[config.mk]
export PLATFORM = sky130hd
export DESIGN_NAME = irq_timer
export DESIGN_NICKNAME = d
export VERILOG_FILES = /design/src/rtl/irq_timer.sv
export SDC_FILE = /design/constraint.sdc
export NUM_CORES = 1
export LEC_CHECK = 0
export BUFFER_PORTS_ARGS = -buffer_cell sky130_fd_sc_hd__buf_2
export CAP_MARGIN = 20
export CORE_MARGIN = 5
export CORE_UTILIZATION = 60
export DETAILED_ROUTE_END_ITERATION = 16
export GPL_ROUTABILITY_DRIVEN = 0
export PLACE_DENSITY_LB_ADDON = 0.08
export SLEW_MARGIN = 20
export SYNTH_ARGS = -nofsm -noshare
export SYNTH_HDL_FRONTEND = slang
export SYNTH_SLANG_ARGS = --single-unit
[constraint.sdc]
create_clock -name clk -period 7.8 [get_ports clk]
set_clock_uncertainty 0.15 [all_clocks]
set_input_delay 1.56 -clock clk [delete_from_list [all_inputs] [get_ports clk]]
set_output_delay 1.56 -clock clk [all_outputs]
set_load 0.05 [all_outputs]
[src/rtl/irq_timer.sv]
// irq_timer: memory-mapped countdown timer driving a level interrupt request.
// Ports: clk/reset (sync, active-high); addr/we/din/dout word-register bus
//        (0=CTRL, 1=PRESET, 2=COUNT, 3=unused); irq registered level output.
// Latency: reads are combinational; writes are visible the cycle after the we edge.
module irq_timer (
    input  logic        clk,
    input  logic        reset,
    input  logic [1:0]  addr,
    input  logic        we,
    input  logic [31:0] din,
    output logic [31:0] dout,
    output logic        irq
);

    typedef enum logic [1:0] {
        ST_IDLE = 2'd0,
        ST_LOAD = 2'd1,
        ST_CNT  = 2'd2,
        ST_INT  = 2'd3
    } state_t;

    localparam logic [1:0] MODE_RELOAD = 2'b01;

    state_t      state;
    logic [3:0]  ctrl;       // [3] IM, [2:1] mode, [0] enable
    logic [31:0] preset;
    logic [31:0] count;
    logic        irq_flag;

    logic        enable;
    logic [1:0]  mode;
    logic        wr_ctrl;
    logic        wr_preset;
    logic [3:0]  ctrl_nxt;
    logic        flag_nxt;

    assign enable    = ctrl[0];
    assign mode      = ctrl[2:1];
    assign wr_ctrl   = we && (addr == 2'd0);
    assign wr_preset = we && (addr == 2'd1);

    // Next CTRL and flag values. Software writes are applied last so they
    // override the FSM's own updates in the same cycle.
    always_comb begin
        ctrl_nxt = ctrl;
        flag_nxt = irq_flag;
        if (state == ST_CNT && enable && count <= 32'd1) begin
            flag_nxt = 1'b1;
        end
        if (state == ST_INT) begin
            if (mode == MODE_RELOAD) begin
                flag_nxt = 1'b0;
            end else begin
                ctrl_nxt[0] = 1'b0;
            end
        end
        if (wr_ctrl) begin
            ctrl_nxt = din[3:0];
            flag_nxt = 1'b0;
        end
        if (wr_preset) begin
            flag_nxt = 1'b0;
        end
    end

    always_ff @(posedge clk) begin
        if (reset) begin
            state    <= ST_IDLE;
            ctrl     <= 4'd0;
            preset   <= 32'd0;
            count    <= 32'd0;
            irq_flag <= 1'b0;
            irq      <= 1'b0;
        end else begin
            ctrl     <= ctrl_nxt;
            irq_flag <= flag_nxt;
            // Registered output built from next-state values so irq tracks
            // the flag and mask on the same edge that updates them.
            irq      <= flag_nxt & ctrl_nxt[3];
            if (wr_preset) begin
                preset <= din;
            end
            case (state)
                ST_IDLE: begin
                    if (enable) begin
                        state <= ST_LOAD;
                    end
                end
                ST_LOAD: begin
                    count <= preset;
                    state <= ST_CNT;
                end
                ST_CNT: begin
                    if (!enable) begin
                        state <= ST_IDLE;
                    end else if (count > 32'd1) begin
                        count <= count - 32'd1;
                    end else begin
                        // Covers count 0 too, so PRESET=0 acts like 1 and the
                        // counter can never wrap.
                        count <= 32'd0;
                        state <= ST_INT;
                    end
                end
                ST_INT: begin
                    if (mode == MODE_RELOAD) begin
                        state <= ST_LOAD;
                    end else begin
                        state <= ST_IDLE;
                    end
                end
                default: state <= ST_IDLE;
            endcase
        end
    end

    always_comb begin
        case (addr)
            2'd0:    dout = {28'd0, ctrl};
            2'd1:    dout = preset;
            2'd2:    dout = count;
            default: dout = 32'd0;
        endcase
    end

endmodule

* After elaboration in Yosys (flattened, before gate mapping)
Index checks and enable logic that the tools add are counted.
** Cells by class
- $add $sub $neg :: 1
- Magnitude comparators :: 2
- Bitwise gates (word level) :: 1
- Muxes and demuxes :: 17
- Equal/unequal tests :: 10
- Reductions and logical operators :: 11
** Operators by type and width (count)
- 32-bit case mux with 3 select lines :: 1
- 32-bit two-way mux :: 2
- 32-bit case mux with 2 select lines :: 1
- 32-bit by 1-bit greater-than comparator with 1-bit output, second input constant :: 1
- 32-bit by 1-bit <= comparator with 1-bit output, second input constant :: 1
- 32-bit by 1-bit subtractor with 32-bit output, second input constant :: 1
- 1-bit two-way mux :: 8
- 2-bit case mux with 4 select lines :: 1
- 2-bit by 1-bit equality test with 1-bit output, second input constant :: 3
- 2-bit equality test, second input constant :: 3
- 2-bit two-way mux :: 3
- 2-bit != test, second input constant :: 3
- 2-bit AND reduction :: 3
- 1-bit logical AND :: 4
- 2-bit zero test :: 2
- 4-bit two-way mux :: 1
- 2-bit nonzero test :: 2
- 3-bit != test, second input constant :: 1
- 1-bit bitwise AND :: 1
** Word-level totals
- Input port bits :: 37
- Logic and storage cells :: 50
- Bits in registers :: 72

* Logic depth before layout (Yosys ltp)
- Depth in word-level cells :: 9
- Gate-level depth with buffers :: 9
- Mapped depth without buffers :: 7

* Least setup slack after synthesis
No wires, ideal clock.
- Kind :: input to output
- Start :: input port addr[1]
- End :: output port dout[10]
- Arrival :: 3.033 ns
- Stages on the path :: 5
- Required time :: 6.090 ns
- Path slack :: 3.057 ns
- Path through :: clkbuf_1 -> nor2b_1 -> clkbuf_1 -> clkbuf_1 -> a22o_1
** Between the ends
- Word-level cells in the longest chain between the ends :: 2
- Elaborated cells between the ends (all ways) :: 4
** RTL lines
- start: declaration :: RTL line 8 : input logic [1:0] addr,
- 2-bit equality test (tied with other cells) :: RTL line 118 : case (addr)
- 32-bit case mux with 3 select lines * :: RTL line 118
- end: declaration :: RTL line 11 : output logic [31:0] dout,
Mark *: on every way between the ends. The rest lies on a longest branch, timed or not.

* Worst setup path in the final report
- Start :: input port addr[0]
- End :: output port dout[0]
The elaborated chain is that of the path after synthesis.

==> summary.txt <==
Timing
  • Peak Freq: 201 MHz
  • Max transition margin: 32.7%
  • Final setup fails: 0
  • Final number of hold-violating endpoints: 0
  • Final TNS setup: 0 ns
  • Worst hold slack: 0.318 ns
  • Tightest Pin Transition: 1.01 ns
  • RSZ-0062 raised after global routing: false
  • Pins over their slew limit: 0
  • Final worst slack: 2.82 ns
  • Fin crit period: 4.98 ns
  • Final Cycle Share: 63.9%

Setup path
  • R2r worst-path depth: 5
  • Worst Setup Path Type: input pin to output pin
  • Worst Setup EP: dout[0]
  • Worst setup EP type: output pin
  • Critical Path Start: addr[0]
  • Most frequent CP cell: buf_2
  • Flop2flop setup slack: 4.82 ns
  • CP Buf/Inv Count: 4
  • Worst EP required: 6.09 ns
  • Crit path max-delay family: buffers and inverters
  • Crit path DAT: 3.27 ns
  • Worst path max stage delay: 0.62 ns
  • Worst-path cell chain: buf_2 -> inv_1 -> nor2_2 -> buf_4 -> nand2_1 -> o21ai_0 -> buf_2
  • Worst path depth: 7
  • CP startpoint kind: input pin
  • Worst reg2reg startpoint: count[16]
  • Crit-path max FO: 17
  • FF-to-FF End: count[13]
  • Critical Path Slowest Stage Cell: nor2_2

Cells and area
  • Final core utilization: 71.1%
  • N_diodes: 0
  • Layout Cells excl Fill: 660
  • Area growth from synthesis to layout: 13.8%
  • Fin nets: 617
  • # fillers: 544
  • Ratio of cells with drive above 1 in the final layout: 18.4%

Yosys
  • Ys async rst share: 0%
  • Sequential area share after synthesis: 36.0%
  • Synth unique cells: 51
  • Number of synthesized flops with an enable pin: 0
  • Synthesized area per cell: 7.42 µm²
  • Top cells by count, synth: 98 x nand2_1, 72 x dfxtp_1, 64 x a21oi_1
  • Seq cells post-synth: 72
  • Mapped Area: 4010 µm²
  • Count leader, synth: nand2_1
  • Area leader, netlist: dfxtp_1
  • Top cells by area, synth: dfxtp_1 36%, nand2_1 9.2%, a21oi_1 8.0%
  • Post-synthesis cell count: 540
  • Post-Syn Nets: 579
  • Top_reg_cell synth: dfxtp_1
  • Post-synth top area share: 36.0%
  • Yosys warnings: 0

CTS
  • Longest Clk Path Bufs: 2
  • Setup bufs post-CTS: 0
  • Skew-Pair Late Insertion Delay: 0.35 ns
  • Clock Tree Root: clkbuf_8
  • Hold Buf Count CTS: 0
  • CTS buffer count: 9
  • Clk sinks: 72
  • Clock transition at path regs: 0.08 ns
  • Htree depth: 3
  • CTS tree: done
  • PostCTS Resize Cnt: 0

Power and ir drop
  • Lkg Pwr: 1.84 nW
  • Worst-case vdd ir drop: 124 µV
  • Pwr Density: 195 nW/µm²

Routing
  • Vias per cell: 6.49
  • Initial DRC count: 390
  • Total Wirelength: 11400 µm
  • DR WL/cell: 17.2 µm
  • Drt drc: 0
  • Drt pass-1 iters: 5
  • Remaining antenna violation count after routing: 0
  • Vias: 4285

Place
  • Placed cell count: 644
  • Setup slack at placement: 2.85 ns
  • # port buffers: 69
  • Post-DP HPWL: 7340 µm

Die
  • IO Pins: 70
  • Die height: 91.7 µm
  • Site row count: 29
  • Core area: 6420 µm²
  • Initial Utilization: 62.4%
  • Die ar.: 8420 µm²
  • Die width: 91.7 µm

Global route
  • Grt total ovfl: 0
  • Tot GR Track Use: 26.4%
  • Largest net degree at the start of global routing: 65
  • Antenna violations before repair: 0
  • First-pass GRT wire length: 18600 µm
  • Number of global-route vias before repair: 3901

Hold path
  • Hold WC Path Type: flop to flop

Run
  • Max Cap Viol: 0

Status
  • Status: finished, final reports clean
[worst min path at each step]
stage / from / endpoint / slack (ns) / depth (start not counted)
after floorplan: preset[10] / preset[10] / 0.30 / 2
after global placement: preset[4] / preset[4] / 0.31 / 2
after detailed placement: preset[3] / preset[3] / 0.31 / 2
after CTS: preset[10] / preset[10] / 0.32 / 2
after global routing: preset[4] / preset[4] / 0.34 / 2
final: preset[10] / preset[10] / 0.32 / 2
[cell usage in the layout (no fill, tap or decap), types with 8 or more instances in the layout]
cell type  netlist  layout
nor3_1           8       8
o21ai_0         54      54
clkbuf_8         0      12
nand3_1         10      10
a22o_1          28      28
nor2_1          25      23
a21oi_1         64      64
nor4_1          16      16
dfxtp_1         72      72
nand2_1         98      98
buf_2            0      69
a211oi_1        20      20
inv_1           11      11
[per-stage QoR]
step           power, W  cell area, µm²
6_report       0.000888            4560
5_1_grt        0.000921            4560
4_1_cts        0.000888            4560
3_5_place_dp   0.000541            4320
3_3_place_gp   0.000538            4320
2_1_floorplan  0.000505            4010
[cells by family after synthesis]
family	count (synthesis)	synth area share (%)
buf+inv	60	5.84
flops	72	36.0
compound gates	206	33.1
xor+xnor	3	0.656
simple gates	191	22.3
mux	6	1.50
fa+ha+maj	2	0.624
[worst register-to-register path, stage by stage (launching register included)]
cell,delay (ns)
dfxtp_1,0.42
or4_1,0.62
or3_1,0.51
o31ai_2,0.85
o21ai_1,0.17
o211a_1,0.16
[state kept, by name, indices dropped and copies added (netlist names)]
signal,flops
irq_flag,1
state,2
ctrl,4
preset,32
irq,1
count,32
[report_power, final]
group / internal (W) / switching (W)
sequential: 0.000378 / 0.0000127
clock: 0.000206 / 0.000146
combinational: 0.0000504 / 0.0000955
[per-layer routing]
metal | vias to the layer above | GRT usage [%] | part of all wire [%]
met1 | 2053 | 34.2 | 43
li1 | 2054 | - | -
met3 | 20 | 3.93 | 6.4
met5 | - | 0 | 0
met4 | 0 | 9.41 | 1.7
met2 | 158 | 44.6 | 49
[layout make-up]
cell class                 count  area (µm²)  share of cell area [%]
inverter                      11        41.3                   0.905
clock inverter                 4        75.1                    1.65
timing repair buffer          76         398                    8.72
sequential                    72        1440                    31.6
clock buffer                  12         165                    3.62
multi-input combinational    408        2350                    51.4
tap                           77        96.3                    2.11
Note: power is estimated with default switching activity, not from simulation.
